--- config.mk ---
export PLATFORM = sky130hd
export DESIGN_NAME = act_pack_wb_flat
export DESIGN_NICKNAME = d
export VERILOG_FILES = /design/src/rtl/act_pack_wb_pkg.sv /design/src/rtl/act_pack_wb_if.sv /design/src/rtl/act_pack_wb.sv /design/src/flat_wrapper.sv
export SDC_FILE = /design/constraint.sdc
export NUM_CORES = 1
export LEC_CHECK = 0
export CAP_MARGIN = 5
export CORE_MARGIN = 5
export CORE_UTILIZATION = 56
export DETAILED_ROUTE_END_ITERATION = 16
export GPL_ROUTABILITY_DRIVEN = 0
export GPL_TIMING_DRIVEN = 0
export PLACE_DENSITY = 0.85
export SETUP_SLACK_MARGIN = 0.2
export SYNTH_ARGS = -nofsm -noshare
export SYNTH_HDL_FRONTEND = slang
export SYNTH_SLANG_ARGS = --single-unit
--- constraint.sdc ---
create_clock -name clk -period 3.8 [get_ports clk]
set_input_delay 1.14 -clock clk [delete_from_list [all_inputs] [get_ports clk]]
set_output_delay 1.14 -clock clk [all_outputs]
set_load 0.01 [all_outputs]
--- src/rtl/act_pack_wb_pkg.sv ---
// Shared types and default sizing for the activation write-back packer.
// Imported by the packer interface and the packer itself.
package act_pkg;

  typedef enum logic {
    IDLE = 1'b0,
    RUN  = 1'b1
  } state_t;

  localparam int DEF_DATA_WIDTH      = 8;
  localparam int DEF_LANES           = 4;
  localparam int DEF_WORD_ADDR_WIDTH = 8;
  localparam int LANE_IDX_WIDTH      = $clog2(DEF_LANES);

endpackage

--- src/rtl/act_pack_wb_if.sv ---
// Job control, activation stream and SRAM write port of the packer.
// The master side feeds jobs/activations; the slave side is the packer.
interface act_pack_wb_if
  import act_pkg::*;
#(
  parameter int DATA_WIDTH      = DEF_DATA_WIDTH,
  parameter int LANES           = DEF_LANES,
  parameter int WORD_ADDR_WIDTH = DEF_WORD_ADDR_WIDTH
);

  logic                          start_i;
  logic [WORD_ADDR_WIDTH-1:0]    base_addr_i;
  logic                          act_valid_i;
  logic                          act_last_i;
  logic [DATA_WIDTH-1:0]         act_result_i;

  logic                          wr_en_o;
  logic [WORD_ADDR_WIDTH-1:0]    wr_addr_o;
  logic [DATA_WIDTH*LANES-1:0]   wr_data_o;
  logic [LANES-1:0]              wr_strb_o;
  logic                          done_o;
  logic                          busy_o;
  logic                          err_o;

  modport master (
    output start_i, base_addr_i, act_valid_i, act_last_i, act_result_i,
    input  wr_en_o, wr_addr_o, wr_data_o, wr_strb_o, done_o, busy_o, err_o
  );

  modport slave (
    input  start_i, base_addr_i, act_valid_i, act_last_i, act_result_i,
    output wr_en_o, wr_addr_o, wr_data_o, wr_strb_o, done_o, busy_o, err_o
  );

endinterface

--- src/rtl/act_pack_wb.sv ---
// Packs ReLU activations into LANES-wide words and writes each word to the feature-map SRAM.
// One cycle from completing element to registered write; no backpressure, one element per cycle.
module act_pack_wb
  import act_pkg::*;
#(
  parameter int DATA_WIDTH      = DEF_DATA_WIDTH,
  parameter int LANES           = DEF_LANES,
  parameter int WORD_ADDR_WIDTH = DEF_WORD_ADDR_WIDTH
) (
  input  logic          clk,
  input  logic          rst,
  act_pack_wb_if.slave  bus
);

  localparam int LANE_W = $clog2(LANES);
  localparam int WORD_W = DATA_WIDTH * LANES;

  localparam logic [LANE_W-1:0]          LAST_LANE = LANE_W'(LANES - 1);
  localparam logic [LANE_W-1:0]          LANE_ONE  = LANE_W'(1);
  localparam logic [WORD_ADDR_WIDTH-1:0] ADDR_ONE  = WORD_ADDR_WIDTH'(1);

  state_t                       state_q, state_d;
  logic [LANE_W-1:0]            lane_q;
  logic [WORD_W-1:0]            asm_q, asm_next;
  logic [LANES-1:0]             strb_next;
  logic [WORD_ADDR_WIDTH-1:0]   addr_q;
  logic                         accept, word_done;

  logic                         wr_en_q;
  logic [WORD_ADDR_WIDTH-1:0]   wr_addr_q;
  logic [WORD_W-1:0]            wr_data_q;
  logic [LANES-1:0]             wr_strb_q;
  logic                         done_q;
  logic                         err_q;

  always_comb begin
    accept    = (state_q == RUN) && bus.act_valid_i;
    word_done = accept && ((lane_q == LAST_LANE) || bus.act_last_i);
  end

  // Word as it would look with the current element merged in; strobe covers lanes 0..lane_q.
  always_comb begin
    asm_next  = asm_q;
    strb_next = '0;
    for (int i = 0; i < LANES; i++) begin
      if (lane_q == LANE_W'(i)) begin
        asm_next[i*DATA_WIDTH +: DATA_WIDTH] = bus.act_result_i;
      end
      strb_next[i] = (LANE_W'(i) <= lane_q);
    end
  end

  always_ff @(posedge clk) begin
    if (rst) begin
      state_q <= IDLE;
    end else begin
      state_q <= state_d;
    end
  end

  always_comb begin
    state_d = state_q;
    case (state_q)
      IDLE:    if (bus.start_i) state_d = RUN;
      RUN:     if (accept && bus.act_last_i) state_d = IDLE;
      default: state_d = IDLE;
    endcase
  end

  always_ff @(posedge clk) begin
    if (rst) begin
      lane_q    <= '0;
      asm_q     <= '0;
      addr_q    <= '0;
      wr_en_q   <= 1'b0;
      wr_addr_q <= '0;
      wr_data_q <= '0;
      wr_strb_q <= '0;
      done_q    <= 1'b0;
      err_q     <= 1'b0;
    end else begin
      wr_en_q <= 1'b0;
      done_q  <= 1'b0;
      if (state_q == IDLE) begin
        // A start in the same cycle as a stray element wins: the job begins with err clear.
        if (bus.start_i) begin
          addr_q <= bus.base_addr_i;
          lane_q <= '0;
          asm_q  <= '0;
          err_q  <= 1'b0;
        end else if (bus.act_valid_i) begin
          err_q <= 1'b1;
        end
      end else if (accept) begin
        if (word_done) begin
          wr_en_q   <= 1'b1;
          wr_addr_q <= addr_q;
          wr_data_q <= asm_next;
          wr_strb_q <= strb_next;
          done_q    <= bus.act_last_i;
          addr_q    <= addr_q + ADDR_ONE;
          lane_q    <= '0;
          asm_q     <= '0;
        end else begin
          asm_q  <= asm_next;
          lane_q <= lane_q + LANE_ONE;
        end
      end
    end
  end

  assign bus.wr_en_o   = wr_en_q;
  assign bus.wr_addr_o = wr_addr_q;
  assign bus.wr_data_o = wr_data_q;
  assign bus.wr_strb_o = wr_strb_q;
  assign bus.done_o    = done_q;
  assign bus.busy_o    = (state_q == RUN);
  assign bus.err_o     = err_q;

endmodule
--- src/flat_wrapper.sv ---
// flat-port wrapper written by rule: the top's interface ports become plain ports
module act_pack_wb_flat import act_pkg::*;
#(
  parameter int DATA_WIDTH      = DEF_DATA_WIDTH,
  parameter int LANES           = DEF_LANES,
  parameter int WORD_ADDR_WIDTH = DEF_WORD_ADDR_WIDTH
)
  (clk, rst, bus_start_i, bus_base_addr_i, bus_act_valid_i, bus_act_last_i, bus_act_result_i, bus_wr_en_o, bus_wr_addr_o, bus_wr_data_o, bus_wr_strb_o, bus_done_o, bus_busy_o, bus_err_o);
  act_pack_wb_if #(.DATA_WIDTH(DATA_WIDTH), .LANES(LANES), .WORD_ADDR_WIDTH(WORD_ADDR_WIDTH)) bus_i ();
  input  logic clk;
  input  logic rst;
  input wire logic [$bits(bus_i.start_i)-1:0] bus_start_i;
  input wire logic [$bits(bus_i.base_addr_i)-1:0] bus_base_addr_i;
  input wire logic [$bits(bus_i.act_valid_i)-1:0] bus_act_valid_i;
  input wire logic [$bits(bus_i.act_last_i)-1:0] bus_act_last_i;
  input wire logic [$bits(bus_i.act_result_i)-1:0] bus_act_result_i;
  output wire logic [$bits(bus_i.wr_en_o)-1:0] bus_wr_en_o;
  output wire logic [$bits(bus_i.wr_addr_o)-1:0] bus_wr_addr_o;
  output wire logic [$bits(bus_i.wr_data_o)-1:0] bus_wr_data_o;
  output wire logic [$bits(bus_i.wr_strb_o)-1:0] bus_wr_strb_o;
  output wire logic [$bits(bus_i.done_o)-1:0] bus_done_o;
  output wire logic [$bits(bus_i.busy_o)-1:0] bus_busy_o;
  output wire logic [$bits(bus_i.err_o)-1:0] bus_err_o;
  assign bus_i.start_i = bus_start_i;
  assign bus_i.base_addr_i = bus_base_addr_i;
  assign bus_i.act_valid_i = bus_act_valid_i;
  assign bus_i.act_last_i = bus_act_last_i;
  assign bus_i.act_result_i = bus_act_result_i;
  assign bus_wr_en_o = bus_i.wr_en_o;
  assign bus_wr_addr_o = bus_i.wr_addr_o;
  assign bus_wr_data_o = bus_i.wr_data_o;
  assign bus_wr_strb_o = bus_i.wr_strb_o;
  assign bus_done_o = bus_i.done_o;
  assign bus_busy_o = bus_i.busy_o;
  assign bus_err_o = bus_i.err_o;
  act_pack_wb #(.DATA_WIDTH(DATA_WIDTH), .LANES(LANES), .WORD_ADDR_WIDTH(WORD_ADDR_WIDTH)) u_core (.clk(clk), .rst(rst), .bus(bus_i));
endmodule
Yosys cells after proc, flatten, opt, wreduce, memory -nomap -nowiden
Index checks and enable logic that the tools add are counted.

Input port bits: 21. Register bits: 90. Word-level logic and storage cells: 59. Output and inout bits: 48.

Reduce and logical (&&, ||, !) cells: 13. $lt $le $gt $ge: 4. Bitwise logic cells: 3. Eq/ne operators: 5. $add $sub $neg: 2. Mux-type cells: 22.

Operators by type and width (count): two-way mux 32 bit (4); two-way mux 8 bit (8); adder 8 x 1 -> 8 bit (second input constant) (1); two-way mux 2 bit (4); AND reduction 3 bit (2); two-way mux 1 bit (5); == test 2 bit (second input constant) (2); less-or-equal comparator 1 x 2 -> 1 bit (first input constant) (2); less-or-equal comparator 2 bit (first input constant) (2); != test 2 bit (second input constant) (2); AND reduction 2 bit (2); nonzero test 2 bit (2); OR reduction 4 bit (1); logical AND 1 bit (3); NOT 1 bit (3); OR reduction 3 bit (1); adder 2 x 1 -> 2 bit (second input constant) (1); == test 2 x 1 -> 1 bit (second input constant) (1); zero test 2 bit (1); case mux 1 bit (2 select lines) (1); logical OR 1 bit (1).

Longest topological paths before layout
Depth after elaboration: 6. Mapped depth: 7. Depth with buffers taken out: 5.

Least setup slack after synthesis
OpenSTA, ideal clock, no wires.

Path type: input-to-reg. From: input port bus_act_valid_i. To: register u_core.asm_q[0]. Library setup time: 0.128 ns. Setup slack: 1.667 ns. Required time: 3.672 ns. Stages: 6. Buffers on the path: 2. Arrival time: 2.005 ns. Path through: buf_2 -> and4bb_1 -> and2_1 -> buf_2 -> a22oi_1 -> nor2_1.

Cells in the longest elaborated chain, start to end: 5. Elaborated cells between the ends (all ways): 7. Those cells by class: eq/ne: 1; mux: 3; reduce/logical: 3.

RTL lines: start: declaration (RTL line flat_wrapper.sv:14) `input wire logic [$bits(bus_i.act_valid_i)-1:0] bus_act_valid_i;`; logical AND 1 bit (*) (RTL line act_pack_wb.sv:37) `accept = (state_q == RUN) && bus.act_valid_i;`; logical AND 1 bit (RTL line act_pack_wb.sv:38) `word_done = accept && ((lane_q == LAST_LANE) || bus.act_last_i);`; two-way mux 32 bit (RTL line act_pack_wb.sv:95) `if (word_done) begin`; two-way mux 32 bit (RTL line act_pack_wb.sv:94) `end else if (accept) begin`; two-way mux 32 bit (RTL line act_pack_wb.sv:84) `if (state_q == IDLE) begin`; end signal: assignment (RTL line act_pack_wb.sv:105) `asm_q <= asm_next;`; end: declaration (RTL line act_pack_wb.sv:24) `logic [WORD_W-1:0] asm_q, asm_next;`.

Mark *: on every way between the ends. The rest lies on a longest branch, timed or not. The select of a mux whose other input is x is not followed. A chain may end at the register's enable or synchronous reset.

Worst setup path in the final report
From: register u_core.state_q (netlist: u_core.bus.busy_o). To: output port bus_busy_o.

RTL lines: start: declaration (RTL line act_pack_wb.sv:22) `state_t state_q, state_d;`; start signal: assignment (RTL line act_pack_wb.sv:57) `state_q <= state_d;`; end: declaration (RTL line flat_wrapper.sv:22) `output wire logic [$bits(bus_i.busy_o)-1:0] bus_busy_o;`.

No word-level cell between the ends.

==> metrics.csv <==
stage;metric;value;unit
drt;Routed met3 length;509;um
timing;Hold Violations, Final;0;
clock_tree;worst-skew pair later-pin latency;360;ps
global_routing;vias in the first global route;2979;
drt;ANT nets after route;0;
global_routing;largest net degree at the start of global routing;16;
synthesis;synthesized area per cell;9.512;um2
finish;Antenna diodes;0;
setup_path;kind of critical path;reg2out;
synthesis;Unique masters post-synth;38;
setup_path;CP Capture Type;primary output;
pwr;pwr dens;401.4;mW/mm2
setup_path;Worst R2R Path Depth;6;
clock_tree;Reg clk slew, reported paths;90;ps
finish;Finished Core Util;72.84;%
clock_tree;Num CTS Buffers;9;
clock_tree;clk sink count;90;
drt;Post-route DRC;0;
floorplan;Core Rows;29;
drt;drt total wl;9001;um
min_path;hold wc startpoint;u_core.bus.wr_addr_o[1];
synthesis;Seq/Total Area, Yosys;48.95;%
drt;DR pass1 iterations;5;
setup_path;Slowest cell on crit path;clkdlybuf4s50_1;
global_routing;total congestion overflow;0;
flow_run;Max Cap Viol;0;
clock_tree;Max Root-Sink Buffers;2;
pwr;Max rail drop VDD;0.3655;mV
drt;DR iter-0 viols;296;
place;DP HPWL;6399;um
finish;final net count;492;
timing;Slew Limit Fails;0;
drt;metal2 WL;4304;um
drt;routed length per instance;16.46;um
timing;Final Cycle Share;64.63;%
timing;setup violators final;0;
place;number of port buffers;67;
setup_path;Critical Path Fanout Max;5;
floorplan;Die ar.;0.008295;mm2
timing;Slew HR;66.61;%
clock_tree;setup bufs post-CTS;0;
global_routing;initial antenna violation count;0;
setup_path;cell chain of the critical path;clkdlybuf4s50_1;
synthesis;FF+latch count, synth;90;
drt;via/cell ratio;5.814;
clock_tree;count of hold buffers inserted by post-cts repair;0;
setup_path;Largest delay share family, worst path;buffers and inverters;
synthesis;FFs w/ async S/R, synth;0;%
drt;uppermost layer routed;met4;
synthesis;cells after synthesis;387;
setup_path;FF-to-FF Start;u_core.lane_q[0];
floorplan;starting density of the core;57.64;%
min_path;WHS Endpoint;u_core.bus.wr_addr_o[1];
floorplan;io pins;69;
synthesis;syn_nets;414;
synthesis;post-synthesis instance area;0.003681;mm2
status;status;finished, final reports clean;
setup_path;startpoint type of the worst setup path;flip-flop;
clock_tree;Root Driver;clkbuf_8;
clock_tree;TritonCTS clock tree;yes;
timing;unrepaired setup endpoints after global routing;no;
setup_path;CP Buf/Inv Count;1;
floorplan;die height;91.08;um
global_routing;Total GRT Usage;22.18;%
synthesis;Main synth FF type;dfxtp_1;
finish;Syn-to-layout area delta;26.38;%
min_path;hold crit path type;reg2reg;
floorplan;CORE AREA;0.006386;mm2
timing;Worst-Margin Slew;500.8;ps
drt;wl on met1;3950;um
clock_tree;H-tree Lvls;3;
setup_path;crit path DAT;1320;ps
min_path;hold path depth;2;
pwr;Leak;1.623;nW
timing;TNS Setup;0;ps
clock_tree;Resized Gates After CTS;0;
setup_path;critical path's largest stage delay;560;ps
setup_path;Required @ worst endpoint;2660;ps
setup_path;reg2reg end;u_core.asm_q[20];
setup_path;FF-to-FF setup slack;2080;ps
synthesis;number of synthesized flops with an enable pin;0;
timing;FMAX;407.2;MHz
finish;layout cells sized above 1;9.574;%
global_routing;first-pass GRT wire length;14990;um
timing;clk_skew;15.50;ps
synthesis;Synth warnings;0;
timing;Final min period;2456;ps
drt;vias;3180;
floorplan;die width;91.08;um
-- logic make-up after synthesis --
group,share of synthesized area (%)
AND/OR/NAND/NOR,16.04
AO/OA/AOI/OAI,19.51
flip-flops,48.95
multiplexers,9.279
buffers and inverters,4.181
adder cells (fa/ha/maj),2.039
-- registers in the layout, indices dropped and copies added (netlist names) --
signal                flops
u_core.bus.wr_en_o        1
u_core.bus.done_o         1
u_core.lane_q             2
u_core.bus.wr_strb_o      4
u_core.bus.err_o          1
u_core.bus.wr_addr_o      8
u_core.addr_q             8
u_core.bus.busy_o         1
u_core.asm_q             32
u_core.bus.wr_data_o     32
-- area by class of cell --
cell class | instances | area (um2)
well taps | 77 | 96.34
clock buffers | 10 | 137.6
inverters | 3 | 11.26
plain buffers | 29 | 142.6
clock inverters | 6 | 66.31
repair buffers | 67 | 670.6
multi-input cells | 265 | 1725
fillers | 453 | 1734
flip-flops and latches | 90 | 1802
-- Yosys cell counts (2+ instances only) --
library cell / count / share of area, %
buf_4: 4 / 0.82
nor2b_1: 2 / 0.34
nor3_1: 4 / 0.54
nand4_1: 2 / 0.34
mux2i_1: 33 / 9.0
o21ai_0: 8 / 1.1
nor2_2: 2 / 0.34
a22oi_1: 25 / 5.1
nand2_1: 24 / 2.4
ha_1: 6 / 2.0
buf_2: 15 / 2.0
clkbuf_1: 10 / 1.0
a21oi_1: 18 / 2.4
nand3_1: 5 / 0.68
o21ai_4: 3 / 1.3
nand2b_1: 2 / 0.34
nor2_1: 67 / 6.8
and2_1: 11 / 1.9
and2_0: 2 / 0.34
o2bb2ai_1: 2 / 0.48
inv_1: 2 / 0.20
a211oi_1: 35 / 7.1
dfxtp_1: 90 / 49
-- placed cells by master (no fill, tap or decap), types with 2 or more instances in the layout --
cell,n
nand3_1,5
nand2_1,24
nor2b_1,2
and2_1,11
mux2i_1,33
o21ai_4,3
and2_0,2
o21ai_0,8
buf_4,4
nor3_1,4
clkbuf_1,10
nor2_1,67
a22oi_1,25
o2bb2ai_1,2
inv_1,2
nor2_2,2
clkinvlp_4,3
dfxtp_1,90
nand2b_1,2
clkdlybuf4s50_1,67
clkbuf_8,10
buf_2,15
ha_1,6
a211oi_1,35
a21oi_1,18
nand4_1,2
-- metal layers --
layer | GRT usage, % | vias up
met5 | 0 | -
met4 | 10.76 | 0
met3 | 3.223 | 18
met2 | 35.82 | 129
met1 | 29.09 | 1498
li1 | - | 1535
-- power breakdown --
group          internal (mW)  leakage (nW)  switching, mW  total, mW
clock network          0.322        0.0945          0.342      0.663
logic                 0.0956         0.799          0.117      0.213
registers              0.970         0.730         0.0212      0.991
-- worst reg2reg max path: cells and delay by family, from the launching register on --
family | cells | cell delay (ps)
compound gates | 2 | 440
buf+inv | 1 | 210
fa+ha+maj | 1 | 260
simple gates | 2 | 400
flops | 1 | 350
-- through the flow --
step / worst slack, ps / hold WS (ps) / instances / area, um2 / power, mW
finish: 1344 / 459.2 / 547 / 4652 / 1.867
CTS: 1325 / 461.3 / 547 / 4652 / 1.871
floorplan: 1667 / 429.1 / 387 / 3681 / 1.122
detailed placement: 1018 / 447.7 / 531 / 4448 / 1.224
global route: 1254 / 481.8 / 547 / 4652 / 1.936
global placement: 1060 / 442.3 / 531 / 4448 / 1.217
-- worst max path at each step --
stage                      start                  endpoint  slack [ps]  cells after the start
2_1_floorplan    bus_act_valid_i           u_core.asm_q[0]        1670                      6
3_3_place_gp                 rst         u_core.bus.done_o        1060                      4
3_5_place_dp                 rst  u_core.bus.wr_data_o[21]        1020                      4
4_1_cts        u_core.bus.busy_o                bus_busy_o        1320                      1
5_1_grt                      rst          u_core.asm_q[16]        1250                      4
6_report       u_core.bus.busy_o                bus_busy_o        1340                      1
Note: power is estimated with default switching activity, not from simulation.
